### src/rtl/cache_line_store.sv
// cache_line_store: direct-mapped, write-through / no-write-allocate cache
// line store with a single outstanding line refill.
//
// Ports:
//   clk, rst_n            single clock, synchronous active-low reset
//   req_valid/req_write   CPU request strobe and direction (1 = write)
//   req_addr/req_wdata    word address {tag, index, offset} and write data
//   req_ready             high only while idle; a request is taken on valid & ready
//   rsp_valid/rsp_hit     one-cycle response pulse and its hit result
//   rsp_rdata             read data for read responses (zero for writes)
//   fill_req/fill_addr    refill request and line base {tag, index, 0}
//   fill_valid/fill_data  refill beats, ascending word offset, only used in FILL
module cache_line_store #(
    parameter int WIDTH    = 32,
    parameter int ADDR_W   = 10,
    parameter int INDEX_W  = 5,
    parameter int OFFSET_W = 2
) (
    input  logic              clk,
    input  logic              rst_n,
    input  logic              req_valid,
    input  logic              req_write,
    input  logic [ADDR_W-1:0] req_addr,
    input  logic [WIDTH-1:0]  req_wdata,
    output logic              req_ready,
    output logic              rsp_valid,
    output logic [WIDTH-1:0]  rsp_rdata,
    output logic              rsp_hit,
    output logic              fill_req,
    output logic [ADDR_W-1:0] fill_addr,
    input  logic              fill_valid,
    input  logic [WIDTH-1:0]  fill_data
);

    localparam int TAG_W = ADDR_W - INDEX_W - OFFSET_W;
    localparam int LINES = 1 << INDEX_W;
    localparam int WORDS = 1 << OFFSET_W;

    typedef enum logic [1:0] {
        ST_IDLE = 2'd0,
        ST_FILL = 2'd1,
        ST_RESP = 2'd2
    } state_t;

    state_t                      state_r;
    logic                        ready_r;
    logic [LINES-1:0]            valid_r;
    logic [TAG_W-1:0]            tag_mem_r  [LINES];
    logic [WIDTH-1:0]            data_mem_r [LINES*WORDS];
    logic [OFFSET_W-1:0]         beat_r;
    logic [TAG_W-1:0]            miss_tag_r;
    logic [INDEX_W-1:0]          miss_index_r;
    logic [OFFSET_W-1:0]         miss_offset_r;
    logic [WIDTH-1:0]            cap_data_r;
    logic                        rsp_valid_r;
    logic                        rsp_hit_r;
    logic [WIDTH-1:0]            rsp_rdata_r;
    logic                        fill_req_r;
    logic [ADDR_W-1:0]           fill_addr_r;

    logic [TAG_W-1:0]            req_tag_s;
    logic [INDEX_W-1:0]          req_index_s;
    logic [OFFSET_W-1:0]         req_offset_s;
    logic                        hit_s;
    logic                        accept_s;
    logic                        beat_last_s;
    logic                        beat_is_req_s;

    // Address split, hit lookup and handshake qualifiers.
    always_comb begin
        req_tag_s     = req_addr[ADDR_W-1 -: TAG_W];
        req_index_s   = req_addr[OFFSET_W +: INDEX_W];
        req_offset_s  = req_addr[OFFSET_W-1:0];
        hit_s         = 1'b0;
        if (valid_r[req_index_s] && (tag_mem_r[req_index_s] == req_tag_s)) begin
            hit_s = 1'b1;
        end else begin
            hit_s = 1'b0;
        end
        accept_s      = req_valid && ready_r;
        beat_last_s   = (beat_r == OFFSET_W'(WORDS - 1));
        beat_is_req_s = (beat_r == miss_offset_r);
    end

    // Control FSM, valid bits, beat counter and all registered outputs.
    always_ff @(posedge clk) begin
        if (!rst_n) begin
            state_r       <= ST_IDLE;
            ready_r       <= 1'b1;
            valid_r       <= '0;
            beat_r        <= '0;
            miss_tag_r    <= '0;
            miss_index_r  <= '0;
            miss_offset_r <= '0;
            cap_data_r    <= {WIDTH{1'b0}};
            rsp_valid_r   <= 1'b0;
            rsp_hit_r     <= 1'b0;
            rsp_rdata_r   <= {WIDTH{1'b0}};
            fill_req_r    <= 1'b0;
            fill_addr_r   <= {ADDR_W{1'b0}};
        end else begin
            // Responses are single-cycle pulses unless re-armed below.
            rsp_valid_r <= 1'b0;
            rsp_hit_r   <= 1'b0;
            case (state_r)
                ST_IDLE: begin
                    if (accept_s) begin
                        if (req_write) begin
                            rsp_valid_r <= 1'b1;
                            rsp_hit_r   <= hit_s;
                            rsp_rdata_r <= {WIDTH{1'b0}};
                        end else if (hit_s) begin
                            rsp_valid_r <= 1'b1;
                            rsp_hit_r   <= 1'b1;
                            rsp_rdata_r <= data_mem_r[{req_index_s, req_offset_s}];
                        end else begin
                            state_r       <= ST_FILL;
                            ready_r       <= 1'b0;
                            fill_req_r    <= 1'b1;
                            fill_addr_r   <= {req_tag_s, req_index_s, {OFFSET_W{1'b0}}};
                            miss_tag_r    <= req_tag_s;
                            miss_index_r  <= req_index_s;
                            miss_offset_r <= req_offset_s;
                            beat_r        <= '0;
                        end
                    end
                end
                ST_FILL: begin
                    if (fill_valid) begin
                        if (beat_is_req_s) begin
                            cap_data_r <= fill_data;
                        end
                        beat_r <= beat_r + OFFSET_W'(1);
                        if (beat_last_s) begin
                            valid_r[miss_index_r] <= 1'b1;
                            fill_req_r            <= 1'b0;
                            state_r               <= ST_RESP;
                            rsp_valid_r           <= 1'b1;
                            // The requested word may be arriving on this very beat.
                            rsp_rdata_r           <= beat_is_req_s ? fill_data : cap_data_r;
                        end
                    end
                end
                ST_RESP: begin
                    state_r <= ST_IDLE;
                    ready_r <= 1'b1;
                end
                default: begin
                    state_r    <= ST_IDLE;
                    ready_r    <= 1'b1;
                    fill_req_r <= 1'b0;
                end
            endcase
        end
    end

    // Tag and word storage: deliberately not reset, qualified by valid_r.
    always_ff @(posedge clk) begin
        if (rst_n) begin
            if ((state_r == ST_IDLE) && accept_s && req_write && hit_s) begin
                data_mem_r[{req_index_s, req_offset_s}] <= req_wdata;
            end
            if ((state_r == ST_FILL) && fill_valid) begin
                data_mem_r[{miss_index_r, beat_r}] <= fill_data;
                if (beat_last_s) begin
                    tag_mem_r[miss_index_r] <= miss_tag_r;
                end
            end
        end
    end

    assign req_ready = ready_r;
    assign rsp_valid = rsp_valid_r;
    assign rsp_hit   = rsp_hit_r;
    assign rsp_rdata = rsp_rdata_r;
    assign fill_req  = fill_req_r;
    assign fill_addr = fill_addr_r;

endmodule

### config.mk
export PLATFORM = sky130hd
export DESIGN_NAME = cache_line_store
export DESIGN_NICKNAME = d
export VERILOG_FILES = /design/src/rtl/cache_line_store.sv
export SDC_FILE = /design/constraint.sdc
export NUM_CORES = 2
export LEC_CHECK = 0
export BUFFER_PORTS_ARGS = -buffer_cell sky130_fd_sc_hd__buf_2
export CORE_MARGIN = 5
export CORE_UTILIZATION = 50
export CTS_CLUSTER_SIZE = 30
export DETAILED_ROUTE_END_ITERATION = 7
export GPL_ROUTABILITY_DRIVEN = 0
export PLACE_DENSITY = 0.65
export SLEW_MARGIN = 10
export SYNTH_ARGS = -nofsm -noshare
export SYNTH_HDL_FRONTEND = slang
export SYNTH_MEMORY_MAX_BITS = 65536
export SYNTH_SLANG_ARGS = --single-unit
export TNS_END_PERCENT = 50
### constraint.sdc
create_clock -name clk -period 9.9 [get_ports clk]
set_input_delay 0.495 -clock clk [delete_from_list [all_inputs] [get_ports clk]]
set_output_delay 0.495 -clock clk [all_outputs]
set_load 0.005 [all_outputs]
==> results by group <==
Run status
  – Status: completed

Setup path
  – R2r setup slk: around 4.5 ns
  – R2R depth: 9
  – Worst EP arrival: 6.47 ns
  – FF-to-FF End: data_mem_r[85][4]
  – Slowest CP cell: a21oi_4
  – CP most frequent cell: buf_4
  – CP Launch Type: input port
  – Max Fanout on Critical Path: just under 80
  – Critical path class: in2reg
  – Worst EP required: ~10 ns
  – Critical Path Sink Type: register
  – Crit path cell chain: buf_8, buf_4, mux2i_1, a22oi_1, a21oi_1, nor4_1, xnor2_1, and4_1, nand4_4, buf_4, a21oi_4
  – Slowest Stage Delay on Critical Path: 0.96 ns
  – Crit Reg-Reg Startpoint: tag_mem_r[27][0]

Clock tree
  – CTS root buf: clkbuf_16
  – Worst-path clk slew: 0.06 ns
  – CTS H-tree depth: 5
  – Cts bufs inserted: between 400 and 500
  – Clock sinks: between 4000 and 5000
  – Cts repair resizes: 0
  – CTS tree: yes
  – Clk_lat worst skew: a little under 1 ns
  – CTS Buffer Depth: 4

Routing
  – Starting DRT DRC Count: 13655
  – Vias post-DR: ~85000
  – DRC: 0
  – DRT Pass-1 Iters: 6
  – DRT Wirelength: about 490 mm
  – DR vias/cell: around 6.6
  – Drt wl/cell: roughly 38 microns
  – Antenna viol nets, final: 0

Synthesis
  – Post-synth EDFFs: 4192
  – Yosys Warn Count: 0
  – Synth async-reset ratio: 0%
  – Seq/Total Area, Yosys: between 70% and 80%
  – Post-Synthesis Mean Instance Area: between 20 and 25 sq um
  – Synth Cell Area: 166800 sq um
  – Gate Count Post-Synth: about 7800
  – Yosys reg bits: 4306
  – Yosys cell types: between 60 and 70
  – Top FF cell, synth: edfxtp_1

STA
  – Final worst setup slack: between 3 and 4 ns
  – Clk_skew: ~0.065 ns
  – Period utilisation layout: roughly three fifths
  – Fmax: 0.1685 GHz
  – Pins Over Slew Limit: 0
  – Slew @ Worst Pin: 1.343 ns
  – Max transition margin: between 10% and 20%
  – Setup_tns: 0 ns
  – Finish-stage setup viols: 0
  – RSZ-0062 raised after global routing: no
  – Final Hold Fails: 0
  – Final min period: approximately 6 ns

Cells and area
  – Area Growth Syn to Fin: 13.39%
  – Final #Nets: 8213
  – Fraction of layout cells with a size suffix above 1: 27.24%
  – Most frequent cells in the layout: edfxtp_1 (4192), mux4_2 (1052), nand2_1 (496)
  – Final core utilization: 56.80%
  – Most common cell after layout, fill and taps aside: edfxtp_1

Floorplan
  – Core area: 332900 sq um
  – Die height: 587.5 microns
  – Die W: slightly below 600 microns
  – Starting density of the core: between 50% and 60%
  – Ports: around 130
  – Die area: 345200 sq um
  – Row cnt: approximately 210

Placement
  – Buffers on Ports: between 100 and 150
  – Setup WS pre-CTS: approximately 3.2 ns
  – Post-DP HPWL: roughly 300 mm

Job
  – # Max-Cap Violations: 0

GRT
  – Largest net degree at the start of global routing: around 120
  – First-pass GRT wire length: roughly 670 mm
  – Overall Global Routing Usage: between 20 and 30%
  – Gr ovfl total: 0
  – Vias in the first global route: slightly above 80000
  – Antenna violations before repair: 28

Power
  – Pwr/cell area: ~200 nW/um^2
  – LEAKAGE: between 0.05 and 0.06 uW
  – Worst IR Drop VDD: roughly 0.16 mV

Min path
  – Hold Crit Class: in2reg
  – Worst hold path stage count: 3
  – Worst hold endpoint: fill_addr[6]
  – Hold_sp: req_addr[6]
[through the flow]
stage	area, sq um	hold WS, ns	instances	power (uW)
final	189100	0.1400	12898	38640
after detailed placement	174500	0.4363	12043	22780
after global placement	174500	0.4285	12043	22740
after global routing	189100	0.1008	12880	39600
after CTS	188900	0.05988	12872	38740
after floorplan	166800	0.4211	7778	21740
[worst max-delay path by stage]
stage / startpoint / endpoint / slack, ns / depth (start not counted)
after global routing: req_addr[3] / data_mem_r[85][4] / 3.87 / 11
after detailed placement: req_addr[2] / data_mem_r[101][20] / 3.19 / 11
after global placement: req_addr[3] / data_mem_r[101][22] / 3.11 / 11
final: req_addr[3] / data_mem_r[85][4] / 3.97 / 11
after floorplan: req_addr[2] / data_mem_r[100][0] / 5.20 / 13
after CTS: req_addr[2] / data_mem_r[101][20] / 4.18 / 11
[worst max-delay path, delay by kind of cell]
kind | cells | cell delay (ns)
mux | 1 | 0.18
compound gates | 3 | 1.30
xor+xnor | 1 | 0.19
buf+inv | 3 | 1.85
simple gates | 3 | 2.20
[where the power goes]
part	switching, uW	leakage, uW	total [uW]	internal, uW
Combinational	1640	0.0143	2310	671
Sequential	32.5	0.0387	20100	20100
Clock	6880	0.00685	16200	9300
[cells in the mapped netlist, types with 12 or more instances]
master	instances	area share [%]
a221oi_1	27	0.14
a21oi_1	207	0.62
a21o_1	32	0.14
edfxtp_1	4192	75
nand2_1	533	1.2
a22oi_1	21	0.095
a31oi_1	12	0.045
a211oi_1	63	0.28
a2111oi_0	27	0.14
o31a_1	27	0.14
and2_1	37	0.14
o21ai_0	39	0.12
buf_1	27	0.061
buf_4	52	0.23
mux2i_1	320	1.9
o22ai_1	70	0.26
a22o_1	29	0.15
o22a_1	27	0.14
buf_2	178	0.53
o31ai_1	29	0.13
a311oi_1	27	0.14
clkbuf_1	198	0.45
a21boi_0	32	0.14
nand3_1	25	0.075
dfxtp_1	114	1.4
mux2_2	82	0.55
and3_1	39	0.15
o221ai_1	15	0.079
mux4_2	1052	14
nor2_1	141	0.32
[layout make-up]
type / count / area, sq um
diodes: 19 / 47.55
well taps: 4387 / 5489
clock inverters: 242 / 2500
repair buffers: 397 / 3104
clock buffers: 541 / 11460
multi-input cells: 2998 / 38290
fillers: 23848 / 143800
inverters: 8 / 47.55
flip-flops and latches: 4306 / 128200
[routing by layer]
metal / wire (microns) / global-route usage [%]
met1: 184200 / 39.94
met4: 28640 / 12.92
met2: 216000 / 40.27
met3: 58390 / 7.407
met5: 41 / 0
[state kept, by name, indices dropped and copies added, names as in the netlist, 2 cells and up]
signal,cells
data_mem_r,4096
miss_index_r,4
rsp_rdata,32
miss_offset_r,2
miss_tag_r,3
beat_r,2
tag_mem_r,96
state_r,2
valid_r,32
cap_data_r,32
[what timing repair did]
| action | 4_1_cts | 5_1_grt |
|---|---|---|
| setup buffers | 0 | 0 |
| hold buffers | 46 | 0 |
| hold endpoints to repair | 82 | 0 |
[kinds of logic after synthesis]
family                     after synthesis  synth area share [%]
DFF                                   4306                 76.85
muxes                                 1454                 16.68
and+or+nand+nor                        830                 2.155
AOI/OAI and AO/OA                      706                 2.906
buffers and inverters                  474                 1.367
xor gates and xnor gates                 5               0.03077
adders and majority gates                1              0.007501
other                                    1              0.002249
Note: power is estimated with default switching activity, not from simulation.
